[config.mk]
export PLATFORM = sky130hd
export DESIGN_NAME = zynet_frame_sequencer
export DESIGN_NICKNAME = d
export VERILOG_FILES = /design/src/rtl/zynet_pkg.sv /design/src/rtl/zynet_argmax_seq.sv /design/src/rtl/zynet_frame_sequencer.sv
export SDC_FILE = /design/constraint.sdc
export NUM_CORES = 1
export LEC_CHECK = 0
export ABC_CLOCK_PERIOD_IN_PS = 9800
export CORE_AREA = 2 2 136 138
export DETAILED_ROUTE_END_ITERATION = 7
export DIE_AREA = 0 0 138 140
export PLACE_DENSITY = 0.85
export SKIP_LAST_GASP = 1
export SLEW_MARGIN = 20
export SYNTH_ARGS = -nofsm -noshare
export SYNTH_HDL_FRONTEND = slang
export SYNTH_HIERARCHICAL = 1
export SYNTH_SLANG_ARGS = --single-unit
[constraint.sdc]
create_clock -name clk_i -period 9.8 [get_ports clk_i]
set_clock_uncertainty 0.15 [all_clocks]
set_input_delay 1.96 -clock clk_i [delete_from_list [all_inputs] [get_ports clk_i]]
set_output_delay 1.96 -clock clk_i [all_outputs]
set_load 0.01 [all_outputs]
[src/rtl/zynet_pkg.sv]
// Shared types and helpers for the zyNet frame sequencer.
package zynet_pkg;

  localparam int ZY_WORD_SIZE   = 16;
  localparam int ZY_OUTPUT_SIZE = 10;

  typedef enum logic [2:0] {
    IDLE,
    START,
    STREAM,
    WAIT,
    ARGMAX,
    RESULT
  } seq_state_e;

  typedef logic signed [ZY_OUTPUT_SIZE-1:0][ZY_WORD_SIZE-1:0] score_vec_t;

  function automatic int class_w(input int n);
    return $clog2(n);
  endfunction

endpackage

[src/rtl/zynet_argmax_seq.sv]
// Sequential argmax over a registered score vector, one signed compare per cycle.
module zynet_argmax_seq
  import zynet_pkg::*;
#(
  parameter int WORD_SIZE   = 16,
  parameter int OUTPUT_SIZE = 10,
  localparam int CLASS_W    = class_w(OUTPUT_SIZE)
) (
  input  logic                             clk_i,
  input  logic                             reset_n_i,
  input  logic                             load_i,
  input  logic [OUTPUT_SIZE*WORD_SIZE-1:0] scores_i,
  output logic                             done_o,
  output logic [CLASS_W-1:0]               class_o,
  output logic [WORD_SIZE-1:0]             score_o
);

  localparam logic [CLASS_W-1:0] LAST_IDX = CLASS_W'(OUTPUT_SIZE - 1);

  logic [OUTPUT_SIZE-1:0][WORD_SIZE-1:0] scores_q, scores_d;
  logic [CLASS_W-1:0]                    idx_q, idx_d;
  logic [CLASS_W-1:0]                    best_idx_q, best_idx_d;
  logic signed [WORD_SIZE-1:0]           best_q, best_d;
  logic signed [WORD_SIZE-1:0]           cur;
  logic                                  active_q, active_d;

  assign cur    = $signed(scores_q[idx_q]);
  assign done_o = active_q && (idx_q == LAST_IDX);

  always_comb begin
    scores_d   = scores_q;
    idx_d      = idx_q;
    best_idx_d = best_idx_q;
    best_d     = best_q;
    active_d   = active_q;
    if (load_i) begin
      scores_d = scores_i;
      idx_d    = '0;
      active_d = 1'b1;
    end else if (active_q) begin
      // Index 0 seeds the running best; afterwards only a strictly larger score wins.
      if ((idx_q == '0) || (cur > best_q)) begin
        best_d     = cur;
        best_idx_d = idx_q;
      end
      if (done_o) begin
        active_d = 1'b0;
      end else begin
        idx_d = idx_q + 1'b1;
      end
    end
  end

  always_ff @(posedge clk_i or negedge reset_n_i) begin
    if (!reset_n_i) begin
      scores_q   <= '0;
      idx_q      <= '0;
      best_idx_q <= '0;
      best_q     <= '0;
      active_q   <= 1'b0;
    end else begin
      scores_q   <= scores_d;
      idx_q      <= idx_d;
      best_idx_q <= best_idx_d;
      best_q     <= best_d;
      active_q   <= active_d;
    end
  end

  assign class_o = best_idx_q;
  assign score_o = best_q;

endmodule

[src/rtl/zynet_frame_sequencer.sv]
// Frame sequencer: start pulse, gated sample stream, score pop, argmax, result hold.
// Optional WAIT watchdog enabled by defining ZYNET_SEQ_TIMEOUT_EN.
//
//  state  | meaning
//  IDLE   | waiting for first sample of a frame (not consumed)
//  START  | one-cycle net_start_o pulse, sample counter cleared
//  STREAM | host samples passed through to the net until FRAME_LEN transfers
//  WAIT   | waiting for the net's score vector, popped on arrival
//  ARGMAX | sequential argmax over OUTPUT_SIZE scores
//  RESULT | result held until the host takes it
module zynet_frame_sequencer
  import zynet_pkg::*;
#(
  parameter int WORD_SIZE      = 16,
  parameter int OUTPUT_SIZE    = 10,
  parameter int FRAME_LEN      = 256,
  parameter int TIMEOUT_CYCLES = 65535,
  localparam int CLASS_W       = class_w(OUTPUT_SIZE)
) (
  input  logic                             clk_i,
  input  logic                             reset_n_i,
  input  logic [WORD_SIZE-1:0]             data_i,
  input  logic                             valid_i,
  output logic                             ready_o,
  output logic                             net_start_o,
  output logic [WORD_SIZE-1:0]             net_data_o,
  output logic                             net_valid_o,
  input  logic                             net_ready_i,
  input  logic [OUTPUT_SIZE*WORD_SIZE-1:0] net_data_i,
  input  logic                             net_valid_i,
  output logic                             net_yumi_o,
  output logic [CLASS_W-1:0]               class_o,
  output logic [WORD_SIZE-1:0]             score_o,
  output logic                             error_o,
  output logic                             result_valid_o,
  input  logic                             result_ready_i,
  output logic                             busy_o
);

  localparam int CNT_W = $clog2(FRAME_LEN + 1);
  localparam logic [CNT_W-1:0] LAST_SAMPLE = CNT_W'(FRAME_LEN - 1);

  seq_state_e         state_q, state_d;
  logic [CNT_W-1:0]   cnt_q, cnt_d;
  logic               xfer;
  logic               timeout;
  logic               am_load;
  logic               am_done;
  logic [CLASS_W-1:0] am_class;
  logic [WORD_SIZE-1:0] am_score;

  assign xfer = valid_i & net_ready_i;

  always_comb begin
    state_d        = state_q;
    cnt_d          = cnt_q;
    ready_o        = 1'b0;
    net_start_o    = 1'b0;
    net_data_o     = '0;
    net_valid_o    = 1'b0;
    net_yumi_o     = 1'b0;
    result_valid_o = 1'b0;
    am_load        = 1'b0;
    case (state_q)
      IDLE: begin
        if (valid_i) state_d = START;
      end
      START: begin
        net_start_o = 1'b1;
        cnt_d       = '0;
        state_d     = STREAM;
      end
      STREAM: begin
        net_data_o  = data_i;
        net_valid_o = valid_i;
        ready_o     = net_ready_i;
        if (xfer) begin
          cnt_d = cnt_q + 1'b1;
          if (cnt_q == LAST_SAMPLE) state_d = WAIT;
        end
      end
      WAIT: begin
        // A score vector arriving on the watchdog's last cycle still completes normally.
        net_yumi_o = net_valid_i;
        if (net_valid_i) begin
          am_load = 1'b1;
          state_d = ARGMAX;
        end else if (timeout) begin
          state_d = RESULT;
        end
      end
      ARGMAX: begin
        if (am_done) state_d = RESULT;
      end
      RESULT: begin
        result_valid_o = 1'b1;
        if (result_ready_i) state_d = IDLE;
      end
      default: state_d = IDLE;
    endcase
  end

  always_ff @(posedge clk_i or negedge reset_n_i) begin
    if (!reset_n_i) begin
      state_q <= IDLE;
      cnt_q   <= '0;
    end else begin
      state_q <= state_d;
      cnt_q   <= cnt_d;
    end
  end

  assign busy_o = (state_q != IDLE);

  zynet_argmax_seq #(
    .WORD_SIZE  (WORD_SIZE),
    .OUTPUT_SIZE(OUTPUT_SIZE)
  ) u_argmax (
    .clk_i    (clk_i),
    .reset_n_i(reset_n_i),
    .load_i   (am_load),
    .scores_i (net_data_i),
    .done_o   (am_done),
    .class_o  (am_class),
    .score_o  (am_score)
  );

`ifdef ZYNET_SEQ_TIMEOUT_EN
  localparam int WD_W = $clog2(TIMEOUT_CYCLES + 1);
  localparam logic [WD_W-1:0] WD_LOAD = WD_W'(TIMEOUT_CYCLES - 1);

  logic [WD_W-1:0] wd_q, wd_d;
  logic            err_q, err_d;

  assign timeout = (state_q == WAIT) && (wd_q == '0);

  always_comb begin
    wd_d  = wd_q;
    err_d = err_q;
    // Preloaded outside WAIT so the first WAIT cycle already holds the full count.
    if (state_q != WAIT) begin
      wd_d = WD_LOAD;
    end else if (wd_q != '0) begin
      wd_d = wd_q - 1'b1;
    end
    if (state_q == START) err_d = 1'b0;
    if (timeout && !net_valid_i) err_d = 1'b1;
  end

  always_ff @(posedge clk_i or negedge reset_n_i) begin
    if (!reset_n_i) begin
      wd_q  <= '0;
      err_q <= 1'b0;
    end else begin
      wd_q  <= wd_d;
      err_q <= err_d;
    end
  end

  assign error_o = err_q;
  assign class_o = err_q ? '1 : am_class;
  assign score_o = err_q ? '0 : am_score;
`else
  logic unused_timeout;

  assign unused_timeout = ^TIMEOUT_CYCLES;
  assign timeout        = 1'b0;
  assign error_o        = 1'b0;
  assign class_o        = am_class;
  assign score_o        = am_score;
`endif

endmodule
* Yosys cells after proc, flatten, opt, wreduce, memory -nomap -nowiden
Cells that the tools add are included.
Word-level totals: bits in registers 197, bits in latches 0, RAM bits 0, ROM bits 0, input port bits 182, output and inout bits 43, word-level logic and storage cells 72, memories kept 0
Operators by class: add/subtract/negate cells 2, multipliers 0, divide/modulo/power cells 0, order comparisons 2, equality and inequality tests 14, shifts and indexed selects 0, multiplexer cells 25, bitwise logic cells 2, reduce and logical (&&, ||, !) cells 11
Operator list (count):
- $bmux W16 S4 | 1
- $mux W16 | 2
- $mux W3 | 6
- $pmux W3 S6 | 1
- $pmux W9 S2 | 1
- $gt A16 B16 Y1 | 1
- $ne A2 B2 Y1 const B | 7
- $mux W4 | 3
- $mux W1 | 10
- $add A9 B1 Y9 const B | 1
- $eq A9 B8 Y1 const B | 1
- $mux W9 | 1
- $eq A3 B2 Y1 const B | 2
- $eq A3 B3 Y1 const B | 2
- $reduce_and A6 Y1 | 1
- $lt A4 B5 Y1 const B | 1
- $add A4 B1 Y4 const B | 1
- $eq A4 B4 Y1 const B | 1
- $logic_not A4 Y1 | 1
- $reduce_and A2 Y1 | 2
- $reduce_bool A2 Y1 | 2
- $eq A3 B1 Y1 const B | 1
- $logic_not A3 Y1 | 1
- $reduce_and A3 Y1 | 1
- 5 further kinds | 5

* Depth between registers and ports, before layout
depth after elaboration 5, mapped depth 14

* Cells and area by module
Netlist, hierarchy kept.
Modules (own cells, without submodules):
- zynet_argmax_seq | instances 1, cells an instance 566, area each 8644.5 sq um
- zynet_frame_sequencer | instances 1, cells an instance 97, area each 830.8 sq um

* Worst setup path after synthesis
OpenSTA, ideal clock, no wires.
kind in2out, start input port net_valid_i, end output port net_yumi_o, arrival time 2.331 ns, required time 7.690 ns, path slack 5.359 ns, stages 2, buffers on the path 0, cell sequence nand3_1 -> nor2_1
On the way: word-level cells in the longest chain between the ends 1
RTL lines:
- start, declared | RTL line zynet_frame_sequencer.sv:30 | input logic net_valid_i,
- $mux W1 | RTL line zynet_frame_sequencer.sv:64 | case (state_q)
- end, declared | RTL line zynet_frame_sequencer.sv:31 | output logic net_yumi_o,
Every way passes these cells.

* Final worst setup path
Same ends and word-level chain as after synthesis.

==> impl_metrics.tcl <==
set metrics [dict create \
    clock_latency_ns 0.44 \
    grt_pass1_wl_um 35300 \
    clockRootBuffer "clkbuf_16" \
    totalWireLength_um 22000 \
    maxSlewHeadroom_pct 34.5 \
    max_freq_mhz 165 \
    layout-drive-gt1-share_pct 29.2 \
    cts_resized 0 \
    fin_cells 1110 \
    yosysWarnings 6 \
    period_share_pct 61.9 \
    fin_area_mm2 0.0124 \
    grt-ovfl-total 0 \
    worstHoldPathType "flop to flop" \
    setup_viol 0 \
    yosys_register_bits 197 \
    viasPerCell 5.47 \
    drtPass1Iterations 5 \
    fin_util_pct 70.0 \
    yosysTopAreaCellShare_pct 52.0 \
    syn_area_mm2 0.00948 \
    synth_top_flop_cell "dfrtp_1" \
    status "complete, no violations" \
    die_area_mm2 0.0193 \
    grtUsageTotal_pct 23.5 \
    ys_seq_area_share_pct 52.0 \
    drtIter0Drc 264 \
    path_cells "clkdlybuf4s50_1 -> nand3_1 -> nor2_4 -> clkdlybuf4s50_1" \
    critPathRequiredTime_ns 7.69 \
    dieWidth_um 138 \
    peakVddDrop_mv 0.184 \
    fin_setup_tns_ns 0 \
    hold_violations 0 \
    antenna_left 0 \
    cp_top_family "buffers and inverters" \
    path_class "primary input to primary output" \
    core_area_mm2 0.0178 \
    yosys.area.top_type "dfrtp_1" \
    final_cell_mix "clkdlybuf4s50_1, dfrtp_1, mux2_2" \
    end_kind "primary output" \
    dp_hpwl_um 15800 \
    synth_cells 663 \
    antenna_found_initial 0 \
    worst_pin_slew_ns 0.983 \
    grt_pass1_vias 6668 \
    drc 0 \
    top_level_ports 225 \
    cap_violations 0 \
    slowest_delay_ns 0.68 \
    synthTopCellsByArea "dfrtp_1, mux2_2, mux4_2, mux2i_1, mux2_4" \
    via_count 6074 \
    cts_tree "yes" \
    syn_nets 866 \
    clockBufferDepth 2 \
    post_synth.cell_area_avg_um2 14.3 \
    drv_slew 0 \
    die_h_um 140 \
    startpoint_type "primary input" \
    postCtsSetupRepairBufs 0 \
    syn_to_final_growth_pct 31.3 \
    core.rowCount 49 \
    synth_edf_count 0 \
    power.leakage_uw 0.00522 \
    cts_buffers 17 \
    place_area_mm2 0.0118 \
    cts_sinks 197 \
    fin_nets 1071 \
    avgRoutedWirePerCell_um 19.8 \
    initial_core_util_pct 53.3 \
    ys_types 46 \
    antenna_cells 0 \
    dpl.cell_count 1078 \
    grt_max_degree 127 \
    final_common_cell "clkdlybuf4s50_1" \
    htreeDepth 4 \
    rsz0062_at_grt "no" \
    power_density_mw_per_mm2 342 \
    min_period_ns 6.07 \
    place.gp.congestion 0.796 \
    holdBufCountCts 0 \
    cp_slowest_cell "nor2_4" \
    synthArstFlopShare_pct 100 \
    path_clk_slew_ns 0.08 \
    critPathMaxFanout 30 \
    cp.arrival_ns 3.96 \
    timing.critical_path.buf_inv 2 \
    crit_top_cell "clkdlybuf4s50_1" \
    io_buffer_count 223 \
]
-- sequential cells by signal, indices dropped and copies added, names as in the netlist --
| signal | flops |
|---|---|
| cnt_q | 9 |
| state_q | 3 |
| u_argmax/active_q | 1 |
| u_argmax/class_o | 4 |
| u_argmax/idx_q | 4 |
| u_argmax/score_o | 16 |
| u_argmax/scores_q | 160 |
-- synthesized netlist by cell type, types with 2 or more instances --
library cell and instances:
mux2_4 19, o31ai_1 2, buf_6 3, nor4_1 3
a211o_1 2, o22ai_1 15, or3b_1 2, buf_4 7
buf_2 6, nand2b_1 4, nor2b_1 2, and2_1 19
dfrtp_1 197, ha_1 21, mux2i_1 40, nor2_1 8
mux2_2 160, mux4_2 32, nand4_1 5, a21oi_1 10
clkbuf_1 25, nand2_1 17, nor3b_1 5, xor2_1 2
buf_1 2, o21ai_0 4, nand3_1 10, or4_1 2
inv_1 22
-- path summary, 6_finish.rpt --
path	cells past startpoint	slack (ns)	from	endpoint
setup / recovery	4	3.73	net_valid_i	net_yumi_o
hold / removal	1	0.36	u_argmax/scores_q[45]	u_argmax/scores_q[45]
setup reg to reg	11	5.04	u_argmax/idx_q[0]	u_argmax/class_o[1]
hold reg to reg	1	0.36	u_argmax/scores_q[45]	u_argmax/scores_q[45]
max in group asynchronous	2	6.40	reset_n_i	u_argmax/idx_q[0]
min in group asynchronous	1	1.52	reset_n_i	u_argmax/scores_q[117]
-- worst reg2reg max path, cell delays in order, from the launching register on --
cell,delay [ns]
dfrtp_4,0.78
buf_4,0.56
mux4_2,0.57
mux2i_1,0.23
o22ai_1,0.16
ha_1,0.39
nand4_1,0.14
nor4_2,0.38
a21boi_2,0.23
o221ai_1,0.15
nand2_2,0.55
mux2_4,0.37
-- stage by stage --
stage	hold slack [ns]	power (uW)	worst slack [ns]
2_1_floorplan	0.298	2960	5.36
3_3_place_gp	0.329	3490	3.76
3_5_place_dp	0.341	3560	3.75
4_1_cts	0.358	4290	3.71
5_1_grt	0.370	4530	3.63
6_report	0.356	4260	3.73
-- report_power, final --
part	switching, uW	total [uW]	internal [uW]
clock	346	713	367
combinational	844	2030	1180
sequential	298	1520	1220
-- routing by layer --
layer / GRT usage (%) / part of all wire [%]
met1: 29.9 / 42
met2: 39.9 / 51
met3: 6.56 / 6.0
met4: 6.23 / 1.7
met5: 0 / 0
-- final cells by class --
| type | count | area (um^2) |
|---|---|---|
| clock buffers | 17 | 425 |
| repair buffers | 229 | 2280 |
| inverters | 22 | 82.6 |
| well taps | 229 | 287 |
| clock inverters | 15 | 179 |
| multi-input cells | 401 | 4250 |
| fillers | 1258 | 5340 |
| flip-flops and latches | 197 | 4930 |
-- kinds of logic (layout without fill, tap and decap cells) --
| family | count (synthesis) | after routing | synth area share, % |
|---|---|---|---|
| other cells | 1 | 1 | 0.0396 |
| xor+xnor | 3 | 3 | 0.277 |
| compound gates | 42 | 42 | 2.87 |
| flops | 197 | 197 | 52.0 |
| mux | 251 | 251 | 33.9 |
| simple gates | 83 | 83 | 4.99 |
| fa+ha+maj | 21 | 21 | 2.77 |
| buf+inv | 65 | 283 | 3.17 |
Power figures use the tool's default switching activity.
